File: config.mk
export PLATFORM = sky130hd
export DESIGN_NAME = alu_mem_ctrl
export DESIGN_NICKNAME = d
export VERILOG_FILES = /design/src/rtl/alu_pkg.sv /design/src/rtl/alu32.sv /design/src/rtl/alu_mem_ctrl.sv
export SDC_FILE = /design/constraint.sdc
export NUM_CORES = 1
export LEC_CHECK = 0
export CORE_ASPECT_RATIO = 0.75
export CORE_MARGIN = 2
export CORE_UTILIZATION = 33
export DETAILED_ROUTE_END_ITERATION = 12
export GPL_TIMING_DRIVEN = 1
export SYNTH_ARGS = -nofsm -noshare
export SYNTH_HDL_FRONTEND = slang
export SYNTH_SLANG_ARGS = --single-unit
File: constraint.sdc
create_clock -name clk -period 8.7 [get_ports clk]
set_clock_uncertainty 0.05 [all_clocks]
set_input_delay 1.305 -clock clk [delete_from_list [all_inputs] [get_ports clk]]
set_output_delay 1.305 -clock clk [all_outputs]
set_load 0.05 [all_outputs]
File: src/rtl/alu_pkg.sv
// Shared definitions for the ALU/register-memory controller: op encodings,
// FSM state type and default widths.
package alu_pkg;

    localparam int DATA_W_DEF = 32;
    localparam int ADDR_W_DEF = 4;

    localparam logic [2:0] OP_AND = 3'b000;
    localparam logic [2:0] OP_OR  = 3'b001;
    localparam logic [2:0] OP_ADD = 3'b010;
    localparam logic [2:0] OP_SUB = 3'b011;
    localparam logic [2:0] OP_SLT = 3'b100;
    localparam logic [2:0] OP_NOR = 3'b101;

    typedef logic [2:0] state_t;

    localparam state_t S_IDLE = 3'd0;
    localparam state_t S_RD_A = 3'd1;
    localparam state_t S_RD_B = 3'd2;
    localparam state_t S_EXEC = 3'd3;
    localparam state_t S_WB   = 3'd4;

endpackage

File: src/rtl/alu32.sv
// Combinational ALU: AND/OR/ADD/SUB/unsigned SLT/NOR; any other op yields
// zero and raises invalid.
module alu32
    import alu_pkg::*;
#(
    parameter int DATA_W = DATA_W_DEF
) (
    input  logic [DATA_W-1:0] a,
    input  logic [DATA_W-1:0] b,
    input  logic [2:0]        op,
    output logic [DATA_W-1:0] r,
    output logic              invalid
);

    always_comb begin
        r       = '0;
        invalid = 1'b0;
        case (op)
            OP_AND:  r = a & b;
            OP_OR:   r = a | b;
            OP_ADD:  r = a + b;
            OP_SUB:  r = a - b;
            OP_SLT:  r = {{(DATA_W-1){1'b0}}, (a < b)};
            OP_NOR:  r = ~(a | b);
            default: invalid = 1'b1;
        endcase
    end

endmodule

File: src/rtl/alu_mem_ctrl.sv
// Five-state controller: reads two operands from a synchronous register
// memory, runs them through alu32 and writes the result back.
module alu_mem_ctrl
    import alu_pkg::*;
#(
    parameter int DATA_W = DATA_W_DEF,
    parameter int ADDR_W = ADDR_W_DEF
) (
    input  logic              clk,
    input  logic              rst,
    input  logic              cmd_valid,
    output logic              cmd_ready,
    input  logic [2:0]        cmd_op,
    input  logic [ADDR_W-1:0] cmd_ra,
    input  logic [ADDR_W-1:0] cmd_rb,
    input  logic [ADDR_W-1:0] cmd_rd,
    input  logic              host_we,
    input  logic [ADDR_W-1:0] host_waddr,
    input  logic [DATA_W-1:0] host_wdata,
    input  logic [ADDR_W-1:0] dbg_addr,
    output logic [DATA_W-1:0] dbg_data,
    output logic [DATA_W-1:0] result,
    output logic              zero,
    output logic              done,
    output logic              err
);

    localparam int DEPTH = 1 << ADDR_W;

    state_t            state;
    logic [2:0]        op_q;
    logic [ADDR_W-1:0] ra_q, rb_q, rd_q;
    logic              inv_q;

    logic [DATA_W-1:0] mem [DEPTH];
    logic [ADDR_W-1:0] rd_addr;
    logic [DATA_W-1:0] rd_data;
    logic [DATA_W-1:0] a_q;

    logic [DATA_W-1:0] alu_r;
    logic              alu_inv;
    logic              accept;
    logic              ctrl_we;
    logic              host_ok;

    // Handshake: a command transfers on a rising edge where cmd_valid and
    // cmd_ready are both high; cmd_ready is high only in IDLE, and the command
    // fields are captured on that edge and not looked at again.
    assign cmd_ready = (state == S_IDLE);
    assign accept    = cmd_valid & cmd_ready;
    assign host_ok   = host_we & (state == S_IDLE) & ~accept;
    assign ctrl_we   = (state == S_WB) & ~inv_q & (rd_q != '0);
    assign rd_addr   = (state == S_RD_B) ? rb_q : ra_q;
    assign dbg_data  = (dbg_addr == '0) ? '0 : mem[dbg_addr];

    alu32 #(.DATA_W(DATA_W)) u_alu (
        .a       (a_q),
        .b       (rd_data),
        .op      (op_q),
        .r       (alu_r),
        .invalid (alu_inv)
    );

    always_ff @(posedge clk or posedge rst) begin
        if (rst) begin
            state  <= S_IDLE;
            op_q   <= '0;
            ra_q   <= '0;
            rb_q   <= '0;
            rd_q   <= '0;
            inv_q  <= 1'b0;
            result <= '0;
            zero   <= 1'b1;
            done   <= 1'b0;
            err    <= 1'b0;
        end else begin
            done <= (state == S_WB);
            err  <= (state == S_WB) & inv_q;
            case (state)
                S_IDLE: begin
                    if (accept) begin
                        state <= S_RD_A;
                        op_q  <= cmd_op;
                        ra_q  <= cmd_ra;
                        rb_q  <= cmd_rb;
                        rd_q  <= cmd_rd;
                    end
                end
                S_RD_A: state <= S_RD_B;
                S_RD_B: state <= S_EXEC;
                S_EXEC: begin
                    state  <= S_WB;
                    result <= alu_r;
                    zero   <= (alu_r == '0);
                    inv_q  <= alu_inv;
                end
                S_WB:    state <= S_IDLE;
                default: state <= S_IDLE;
            endcase
        end
    end

    // Storage is deliberately not reset; entry 0 is masked on every read path.
    always_ff @(posedge clk) begin
        if (ctrl_we)
            mem[rd_q] <= result;
        else if (host_ok && host_waddr != '0)
            mem[host_waddr] <= host_wdata;
    end

    always_ff @(posedge clk) begin
        rd_data <= (rd_addr == '0) ? '0 : mem[rd_addr];
        if (state == S_RD_B)
            a_q <= rd_data;
    end

endmodule

Yosys cells after proc, flatten, opt, wreduce, memory -nomap -nowiden
Memory sizes are Yosys's and may differ from the RTL's. A register that Yosys moved wholly into a read port is not among the register bits. Index checks and enable logic that the tools add are counted.

Flip-flop bits (word level): 86. Bits in writable memories: 512. Input port bits: 59. Memories kept: 1.

Memory list: mem (depth 16, bits a word 32, rd ports 2, clocked after memory_dff 1, wr ports 1, RTL line alu_mem_ctrl.sv:35) `logic [DATA_W-1:0] mem [DEPTH];`.

$add $sub $neg: 2. $lt $le $gt $ge: 1. Eq/ne operators: 10. Multiplexer cells: 14. Bitwise gates (word level): 11. Reductions and logical operators: 11.

Operators with widths (number): $pmux 32 s6 (1); $mux 32 (2); $add 32x32->32 (1); $and 32x32->32 (1); $logic_not 32->1 (1); $lt 32x32->1 (1); $not 32->32 (1); $or 32x32->32 (1); $reduce_or 32->1 (1); $sub 32x32->32 (1); $eq 3x2->1 const B (4); $pmux 3 s4 (1); $eq 3x3->1 const B (3); $logic_not 4->1 (2); $mux 4 (2); $reduce_bool 4->1 (2); $mux 1 (7); $and 1x1->1 (6); $eq 3x1->1 const B (2); $logic_not 3->1 (2); $reduce_or 6->1 (1); $mux 3 (1); $ne 2x1->1 const B (1); $not 1->1 (2); other kinds (2) (2).

Depth between registers and ports, before layout
Gate-level depths: netlist (run 1).

Depth in word-level cells: 10. Depth in mapped cells: 14.

Cells and area by module
Synthesis (run 1) repeated with hierarchy kept, for this count alone.

Cells, all modules: 2319. Area, all modules: 32621.3 µm².

Modules (own cells, without submodules): alu_mem_ctrl (times used 1, cells an instance 1576, area each 27568.9 µm², sequential area each 18328.8 µm²); alu32 (times used 1, cells an instance 743, area each 5052.3 µm², sequential area each 0.0 µm²).

Worst setup path before layout (run 1)
OpenSTA, ideal clock, no wires.

Path type: input to output. Start point: input dbg_addr[0]. End point: output dbg_data[22]. Arrival: 3.655 ns. Data required time: 7.345 ns. Setup slack: 3.690 ns. Stages on the path: 5. Buffers on the path: 2. Cells stage by stage: buf_1 clkbuf_1 mux4_2 mux4_2 nor2b_1.

Longest elaborated chain between the ends: 2. Elaborated cells on any way between the ends: 3. Those cells by class: 1 x mux; 1 x reduce/logical; 1 x memory.

Ends and longest elaborated chain: start, declared (RTL line alu_mem_ctrl.sv:20) `input logic [ADDR_W-1:0] dbg_addr,`; $mem_v2 16x32 or $logic_not 4->1 (tied branches); $mux 32 * (RTL line alu_mem_ctrl.sv:54) `assign dbg_data = (dbg_addr == '0) ? '0 : mem[dbg_addr];`; end, declared (RTL line alu_mem_ctrl.sv:21) `output logic [DATA_W-1:0] dbg_data,`.

Every way passes the cells marked *; elsewhere a longest branch is shown, timed or not.

Worst setup path after layout (run 1)
Start point: input dbg_addr[0]. End point: output dbg_data[15].

The elaborated chain is that of the path after synthesis.

==> metrics.cfg, run 1 <==
[outcome]
status = finished, final reports clean

[floorplan]
die_w_um = 373
core_area_mm2 = 0.101
row_count = 101
initial_core_util_pct = 33.3
io_pins = 127
dieHeight_um = 281
die_area_mm2 = 0.105

[critical_path]
r2r-end = zero
cp.arrival_ns = 4.61
required_ns = 7.34
path_class = in2out
r2r_slack_ns = 4.06
end_kind = primary output
worst-path-max-fanout = 76
start_kind = input pin
rr_worst_depth = 13
timing.rr.start = rd_data[6]

[clock_network]
post-cts-setup-buffers = 0
h-tree-depth = 2
cts.path.max_buffers = 3
cts_hold_buf = 0
insertion_delay_ns = 0.66
cts_buffers = 61
clock-root-buffer = clkbuf_16
cts_tree = built
path_clk_slew_ns = 0.07
cts_sinks = 630
cts_resized = 0

[synth]
synth_enable_flop_cells = 544
synth_fa_ha_area_share_pct = 3.83
synth_common_cells = nand2_1 (591), edfxtp_1 (544), mux4_2 (160)
syn_avg_cell_area_um2 = 11.9
ys_seq_area_share_pct = 54.3
synth_xor_area_share_pct = 1.40
synth_top_family_by_area = simple AND/OR/NAND/NOR gates
synthTopCellsByArea = edfxtp_1 (48%), mux4_2 (11%), nand2_1 (6.6%), dfrtp_1 (3.9%), ha_1 (3.7%)
synthSimpleGateAreaFrac_pct = 13.8
async_flop_share_pct = 8.57
synth_seq_cells = 630
synthesis.area_mm2 = 0.0337
yosysMostFrequentCell = nand2_1
synthCells = 2838
synthMuxAreaShare_pct = 12.5
ys.flop_type = edfxtp_1
synth_top_area_share_pct = 48.4
synth_top_cell_by_area = edfxtp_1
yosysUniqueCellTypes = 97
synth_compound_area_share_pct = 10.5
yosys_warnings = 0

[route]
vias = 24500
wl_met3_um = 9170
wl_met1_um = 45500
drt_first_pass_iters = 6
vias_per_cell = 5.71
wl_per_cell_um = 24.6
antenna_left = 0
maxUsedRoutingLayer = met5
wl_met2_um = 47800
drcViolationCount = 0
wl_um = 106000
drt_first_iter_violations = 2946

[global_route]
grt_pass1_vias = 23500
grt.total_usage_pct = 19.7
antenna_found_initial = 6
grt_overflow = 0
grt_max_degree = 172
grt_first_pass_wirelength_um = 156000

[sta]
period_share_pct = 68.5
setup_viol = 0
slew_violations = 0
tightest_slew_ns = 1.22
fin_tns_setup_ns = 0
hold_viol = 0
period_minus_slack_ns = 5.96
rsz0062_at_grt = no
slew_headroom_pct = 18.1
max_freq_ghz = 0.168

[power_and_ir_drop]
total_power_uw = 15200
p_per_area_mw_per_mm2 = 393
p_leak_uw = 0.0138
irDropWorstVdd_uv = 513

[job]
maxCapViolations = 0

[cells_and_area]
fin_nets = 3059
layout-drive-gt1-share_pct = 14.1
synthToLayoutAreaGrowth_pct = 14.8
fin_util_pct = 38.3

[place]
gp_congestion = 0.960
dpl.hpwl_um = 64300
numPortBuffers = 126

[min_path]
min_path_cells = 0
hp-start = rd_data[3]
whs_endpoint = a_q[3]
min-delay-path-class = reg2reg

==> worst max path at each step <==
stage                 from            to  slack, ns  cells past startpoint
2_1_floorplan  dbg_addr[0]  dbg_data[22]       3.69                      5
3_3_place_gp   dbg_addr[0]  dbg_data[13]       2.63                      6
3_5_place_dp   dbg_addr[0]  dbg_data[15]       2.60                      6
4_1_cts        dbg_addr[0]  dbg_data[15]       2.59                      6
5_1_grt        dbg_addr[0]  dbg_data[15]       2.50                      6
6_report       dbg_addr[0]  dbg_data[15]       2.74                      6
==> cell type report <==
class	instances	area [um2]
Antenna cell	2	5.00
Tap cell	1339	1680
Sequential cell	630	18300
Timing Repair Buffer	176	1670
Inverter	101	379
Fill cell	9564	62500
Clock buffer	70	1620
Clock inverter	44	538
Multi-Input combinational cell	1928	14500
==> layer usage <==
layer  vias to the layer above  track usage (%)
met4                         6             5.94
met5                         -                0
met1                     12300             27.9
met2                      1225             31.1
li1                      10800                -
met3                       188             3.23
==> per-stage QoR <==
stage,hold slack (ns),cells,worst slack [ns],area (um2)
2_1_floorplan,0.387,2869,3.69,33800
3_3_place_gp,0.405,4174,2.63,36600
3_5_place_dp,0.407,4174,2.60,36600
4_1_cts,0.415,4288,2.59,38700
5_1_grt,0.430,4288,2.50,38700
6_report,0.411,4290,2.74,38700
==> power breakdown <==
| group | leakage [uW] | internal, uW | total (uW) | switching (uW) |
|---|---|---|---|---|
| Combinational | 0.00677 | 2590 | 8020 | 5420 |
| Sequential | 0.00596 | 3980 | 4350 | 368 |
| Clock | 0.00103 | 1620 | 2870 | 1240 |
==> cells by family after synthesis <==
logic type	Yosys count
and+or+nand+nor	1043
DFF	630
AOI/OAI and AO/OA	480
buffers and inverters	311
muxes	217
adders and majority gates	102
xor gates and xnor gates	54
other	1
==> cell usage in the layout (no fill, tap or decap), types with 8 or more instances in the layout <==
| cell type | synthesis | routed |
|---|---|---|
| nand2_1 | 591 | 591 |
| edfxtp_1 | 544 | 544 |
| mux4_2 | 160 | 160 |
| nand3_1 | 141 | 141 |
| clkdlybuf4s50_1 | 0 | 122 |
| a311oi_1 | 100 | 100 |
| ha_1 | 100 | 100 |
| inv_1 | 98 | 97 |
| nor2_1 | 105 | 89 |
| and3_1 | 68 | 68 |
| a21oi_1 | 63 | 63 |
| clkbuf_16 | 0 | 63 |
| o21ai_0 | 58 | 57 |
| dfrtp_1 | 53 | 51 |
| a31oi_1 | 48 | 48 |
| buf_4 | 3 | 48 |
| mux2_2 | 47 | 45 |
| nor2b_1 | 46 | 45 |
| a211oi_1 | 42 | 42 |
| xnor2_1 | 41 | 41 |
| conb_1 | 1 | 32 |
| dfxtp_1 | 32 | 32 |
| a22oi_1 | 24 | 24 |
| nor3_1 | 18 | 17 |
| nand4_1 | 15 | 15 |
| nor2_4 | 0 | 15 |
| xor2_1 | 13 | 13 |
| a22o_1 | 12 | 12 |
| nand2b_1 | 11 | 11 |
| o211ai_1 | 11 | 11 |
| o31ai_1 | 11 | 11 |
| nor4_1 | 11 | 10 |
| o21a_1 | 10 | 10 |
| clkinvlp_4 | 0 | 10 |
| o21bai_1 | 9 | 9 |
| a21o_1 | 9 | 9 |
| bufinv_16 | 0 | 9 |
| clkinv_1 | 2 | 8 |
| clkinv_2 | 0 | 8 |
==> worst max-delay path, stage by stage <==
cell,delay (ns)
clkbuf_8,0.61
buf_4,0.58
mux4_2,0.58
mux4_2,0.48
nor2b_1,0.25
clkdlybuf4s50_1,0.76
==> flip-flops by register name, indices dropped and copies added, names as in the netlist <==
| signal | flops |
|---|---|
| state | 3 |
| inv_q | 1 |
| rd_data | 32 |
| zero | 1 |
| done | 1 |
| rb_q | 4 |
| rd_q | 4 |
| result | 32 |
| a_q | 32 |
| err | 1 |
| ra_q | 4 |
| mem | 512 |
| op_q | 3 |
Note: power is estimated with default switching activity, not from simulation.
==> run 2: changes to the inputs <==
Clock period 8.7 ns to 5.5 ns, I/O delays scaled along.
==> metrics.cfg, run 2 (synthesized netlist as in run 1, its figures left out) <==
[cells_and_area]
layout-drive-gt1-share_pct = 14.6  ; +0.43 points
fin_util_pct = 38.3  ; +0.059 points
regMostFlops = mem
fin_nets = 3076  ; +0.56%
layout_commonest_cell = nand2_1
final_cell_mix = nand2_1 (591), edfxtp_1 (544), mux4_2 (160), nand3_1 (141), clkdlybuf4s50_1 (122)
largest_reg_flops = 512  ; unchanged
fillers = 9530  ; -0.36%
synthToLayoutAreaGrowth_pct = 15.0

[clock_network]
cts_hold_buf = 0  ; unchanged
clock-root-buffer = clkbuf_16
cts_tree = built
cts_resized = 0  ; unchanged
h-tree-depth = 2  ; unchanged
cts_sinks = 630  ; unchanged
cts_buffers = 59  ; -3.3%
path_clk_slew_ns = 0.07  ; about the same
post-cts-setup-buffers = 0  ; unchanged
insertion_delay_ns = 0.66  ; about the same
cts.path.max_buffers = 3  ; unchanged

[route]
drcViolationCount = 0  ; unchanged
wl_um = 108000  ; +2.0%
vias_per_cell = 5.76  ; +0.82%
drt_first_iter_violations = 3272  ; +11%
drt_first_pass_iters = 7  ; +1
antenna_left = 0  ; unchanged
wl_per_cell_um = 25.0  ; +1.7%
vias = 24800  ; +1.2%

[power_and_ir_drop]
p_leak_uw = 0.0138  ; +0.52%
p_per_area_mw_per_mm2 = 622  ; +58%
irDropWorstVdd_uv = 524  ; +2.1%

[critical_path]
cp.arrival_ns = 3.66  ; -0.95 ns
worst-path-max-fanout = 29  ; -62%
path_class = in2out
required_ns = 4.62  ; -2.72 ns
rr_worst_depth = 13  ; unchanged
timing.rr.start = rd_data[16]
startpoint = dbg_addr[0]
start_kind = input pin
end_kind = primary output

[global_route]
grt_overflow = 0  ; unchanged
grt_first_pass_wirelength_um = 158000  ; +1.2%
grt.total_usage_pct = 20.1  ; +0.39 points
antenna_found_initial = 6  ; unchanged
grt_pass1_vias = 23400  ; -0.62%
grt_max_degree = 130  ; -24%

[min_path]
min-delay-path-class = in2async

[sta]
hold_ws_ns = 0.362  ; -0.0491 ns
period_share_pct = 82.4
tightest_slew_ns = 1.14  ; -0.0791 ns
slew_headroom_pct = 24.2  ; +6.1 points
slew_violations = 0  ; unchanged
hold_viol = 0  ; unchanged
fin_tns_setup_ns = 0  ; unchanged
rsz0062_at_grt = no
setup_viol = 0  ; unchanged
period_minus_slack_ns = 4.53
max_freq_ghz = 0.221

[floorplan]
io_pins = 127  ; unchanged
die_w_um = 373  ; unchanged
die_area_mm2 = 0.105  ; unchanged
dieHeight_um = 281  ; unchanged
row_count = 101  ; unchanged
initial_core_util_pct = 33.3  ; unchanged
core_area_mm2 = 0.101  ; unchanged

[place]
dpl.hpwl_um = 68300  ; +6.3%
gp_congestion = 0.929  ; -3.2%
numPortBuffers = 126  ; unchanged

[outcome]
status = finished, final reports clean

[job]
maxCapViolations = 0  ; unchanged

==> run 2: cell count changes in the layout (fill, tap and decap cells not counted), moves of 3 or more <==
cell	before	now
buf_4	48	61
clkinv_2	8	16
buf_12	3	9
clkinvlp_4	10	6
bufinv_16	9	6
==> run 2: power breakdown <==
group	internal, uW	switching, uW
clock network	2350	1920
registers	6300	601
logic	4230	8750
==> run 2: cell type report <==
| cell class | instances | area [um2] | share of cell area, % |
|---|---|---|---|
| clock inverter | 43 | 437 | 1.13 |
| multi-input combinational | 1928 | 14500 | 37.4 |
| antenna | 1 | 2.50 | 0.00645 |
| sequential | 630 | 18300 | 47.2 |
| timing repair buffer | 195 | 1890 | 4.87 |
| inverter | 101 | 379 | 0.977 |
| tap | 1339 | 1680 | 4.32 |
| clock buffer | 67 | 1570 | 4.04 |
==> run 2: routing by layer <==
metal | share of wire [%] | vias up | track usage (%)
met5 | 0.025 | - | 0
met4 | 4.1 | 4 | 7.91
met3 | 9.9 | 203 | 3.85
met2 | 43 | 1350 | 29.9
met1 | 43 | 12400 | 28.9
li1 | - | 10800 | -
==> run 2: worst max-delay path, stage by stage <==
cell and delay [ns]:
clkbuf_8 0.37, buf_4 0.44, mux4_2 0.56, mux4_2 0.46, nor2b_1 0.23, clkdlybuf4s50_1 0.74
==> run 2: final timing paths <==
path / to / slack (ns)
worst max-delay path: dbg_data[14] / 0.97
worst min-delay path: result[7] / 0.36
worst max register to register: zero / 1.03
worst min register to register: a_q[7] / 0.42
max in group asynchronous: op_q[0] / 4.07
min in group clk: a_q[7] / 0.42
==> run 2: per-stage QoR <==
stage / instances / cell area, um2 / power (uW) / setup slack [ns]
final: 4304 / 38800 / 24100 / 0.968
after global routing: 4303 / 38800 / 25500 / 0.758
after CTS: 4303 / 38800 / 24000 / 0.942
after detailed placement: 4193 / 36800 / 19700 / 0.942
after global placement: 4193 / 36800 / 19700 / 0.949
after floorplan: 2869 / 33800 / 15400 / 0.958
==> run 3: changes to the inputs <==
Clock period 5.5 ns to 3.8 ns, I/O delays scaled along.
==> metrics.cfg, run 3 (synthesized netlist as in run 1, its figures left out) <==
[outcome]
status = finished, violations left
violations = setup timing

[route]
vias_per_cell = 5.62  ; -2.5%
drcViolationCount = 0  ; unchanged
drt_first_pass_iters = 7  ; unchanged
wl_um = 110000  ; +1.8%
vias = 25100  ; +1.1%
drt_first_iter_violations = 2830  ; -14%
wl_per_cell_um = 24.6  ; -1.8%
antenna_left = 0  ; unchanged

[power_and_ir_drop]
p_leak_uw = 0.0148  ; +6.9%
p_per_area_mw_per_mm2 = 933  ; +50%
irDropWorstVdd_uv = 690  ; +32%

[critical_path]
r2r_slack_ns = -0.07  ; -1.10 ns
r2r-end = zero
cp.arrival_ns = 4.38  ; +0.72 ns
worst-path-max-fanout = 3  ; -90%
required_ns = 4.31  ; -0.31 ns
rr_worst_depth = 18  ; +5
start_kind = register
path_class = reg2reg
end_kind = register
timing.rr.start = a_q[0]

[min_path]
min-delay-path-class = in2async

[clock_network]
insertion_delay_ns = 0.66  ; about the same
cts.path.max_buffers = 3  ; unchanged
h-tree-depth = 2  ; unchanged
cts_tree = built
clock-root-buffer = clkbuf_16
cts_buffers = 59  ; unchanged
cts_sinks = 630  ; unchanged
path_clk_slew_ns = 0.07  ; about the same
cts_hold_buf = 0  ; unchanged

[sta]
slew_headroom_pct = 20.7  ; -3.6 points
max_freq_ghz = 0.258
period_minus_slack_ns = 3.87
setup_ws_ns = -0.0719  ; -1.04 ns
slew_violations = 0  ; unchanged
fin_tns_setup_ns = -0.0719  ; -0.0719 ns
period_share_pct = 102
setup_viol = 1  ; +1
tightest_slew_ns = 1.18  ; +0.0482 ns
hold_viol = 0  ; unchanged
hold_ws_ns = 0.380  ; +0.0183 ns
rsz0062_at_grt = yes

[global_route]
grt.total_usage_pct = 20.5  ; +0.39 points
grt_first_pass_wirelength_um = 162000  ; +2.3%
grt_overflow = 0  ; unchanged
grt_pass1_vias = 24200  ; +3.3%
grt_max_degree = 84  ; -35%
antenna_found_initial = 2  ; -4

[cells_and_area]
synthToLayoutAreaGrowth_pct = 20.0
largest_reg_flops = 512  ; unchanged
fin_nets = 3232  ; +5.1%
regMostFlops = mem
regArea_mm2 = 0.0183  ; about the same
final_cell_mix = nand2_1 (591), edfxtp_1 (544), buf_4 (219), mux4_2 (160), nand3_1 (141)
layout-drive-gt1-share_pct = 20.2  ; +5.6 points
fillers = 9484  ; -0.48%
layout_commonest_cell = nand2_1
multiInputGateArea_mm2 = 0.0146  ; +0.53%

[place]
dpl.hpwl_um = 72300  ; +5.8%
numPortBuffers = 126  ; unchanged
gp_congestion = 0.969  ; +4.2%
place_ws_ns = -0.0693  ; -1.01 ns

[job]
maxCapViolations = 0  ; unchanged

[floorplan]
initial_core_util_pct = 33.3  ; unchanged
row_count = 101  ; unchanged
io_pins = 127  ; unchanged
dieHeight_um = 281  ; unchanged
die_w_um = 373  ; unchanged
core_area_mm2 = 0.101  ; unchanged
die_area_mm2 = 0.105  ; unchanged

## run 3: where the power goes
group	internal (uW)	total, uW	switching (uW)
registers	9120	9850	736
clock network	3800	6600	2800
logic	7830	21300	13500
total	20800	37700	17000
## run 3: final cells by class
type,count,area share [%]
Tap cell,1339,4.14
Timing Repair Buffer,351,8.27
Clock buffer,69,3.79
Sequential cell,630,45.3
Inverter,101,0.937
Antenna cell,1,0.00618
Clock inverter,42,1.47
Multi-Input combinational cell,1928,36.1
## run 3: worst max-delay path, stage by stage (launching register included)
cell	delay [ns]
edfxtp_1	0.42
ha_1	0.22
inv_1	0.07
fa_1	0.20
and2b_1	0.21
o2111ai_2	0.24
buf_4	0.17
a21oi_2	0.08
buf_4	0.14
nor2_1	0.17
a21oi_1	0.15
buf_4	0.18
a221oi_2	0.25
o221ai_1	0.17
a211o_1	0.28
a211oi_1	0.30
buf_4	0.18
nand4_1	0.08
o31ai_1	0.21
## run 3: repair_timing
item                                    in CTS  in global routing
hold endpoints to repair                     0                  0
resized for setup                           10                 11
cloned                                       0                  0
endpoints found under the setup margin       1                  6
setup buffers                                2                  0
pin swaps                                   11                 10
## run 3: routing by layer
layer	part of all wire (%)	wire length [um]	global-route usage, %
met2	45	48900	31.8
met1	45	48800	29.7
met4	2.3	2550	5.06
met5	0.020	22	0
met3	8.6	9370	3.58
## run 3: worst max path at each step
stage | from | endpoint | slack, ns | cells after the start
after floorplan | state[0] | mem[1][0] | 0.18 | 6
after global placement | rd_data[7] | zero | 0.05 | 16
after detailed placement | rd_data[1] | zero | -0.07 | 13
after CTS | a_q[0] | zero | 0.004 | 15
after global routing | a_q[0] | zero | -0.27 | 15
final | a_q[0] | zero | -0.07 | 18
## run 3: stage by stage
step | instance area, um2 | power, uW | instances | util, %
6_report | 40500 | 37700 | 4461 | 40.0
5_1_grt | 40500 | 39800 | 4460 | 40.0
4_1_cts | 40400 | 37500 | 4460 | 39.9
3_5_place_dp | 38200 | 30800 | 4347 | 37.8
3_3_place_gp | 38200 | 30800 | 4347 | 37.8
2_1_floorplan | 33900 | 22300 | 2869 | -
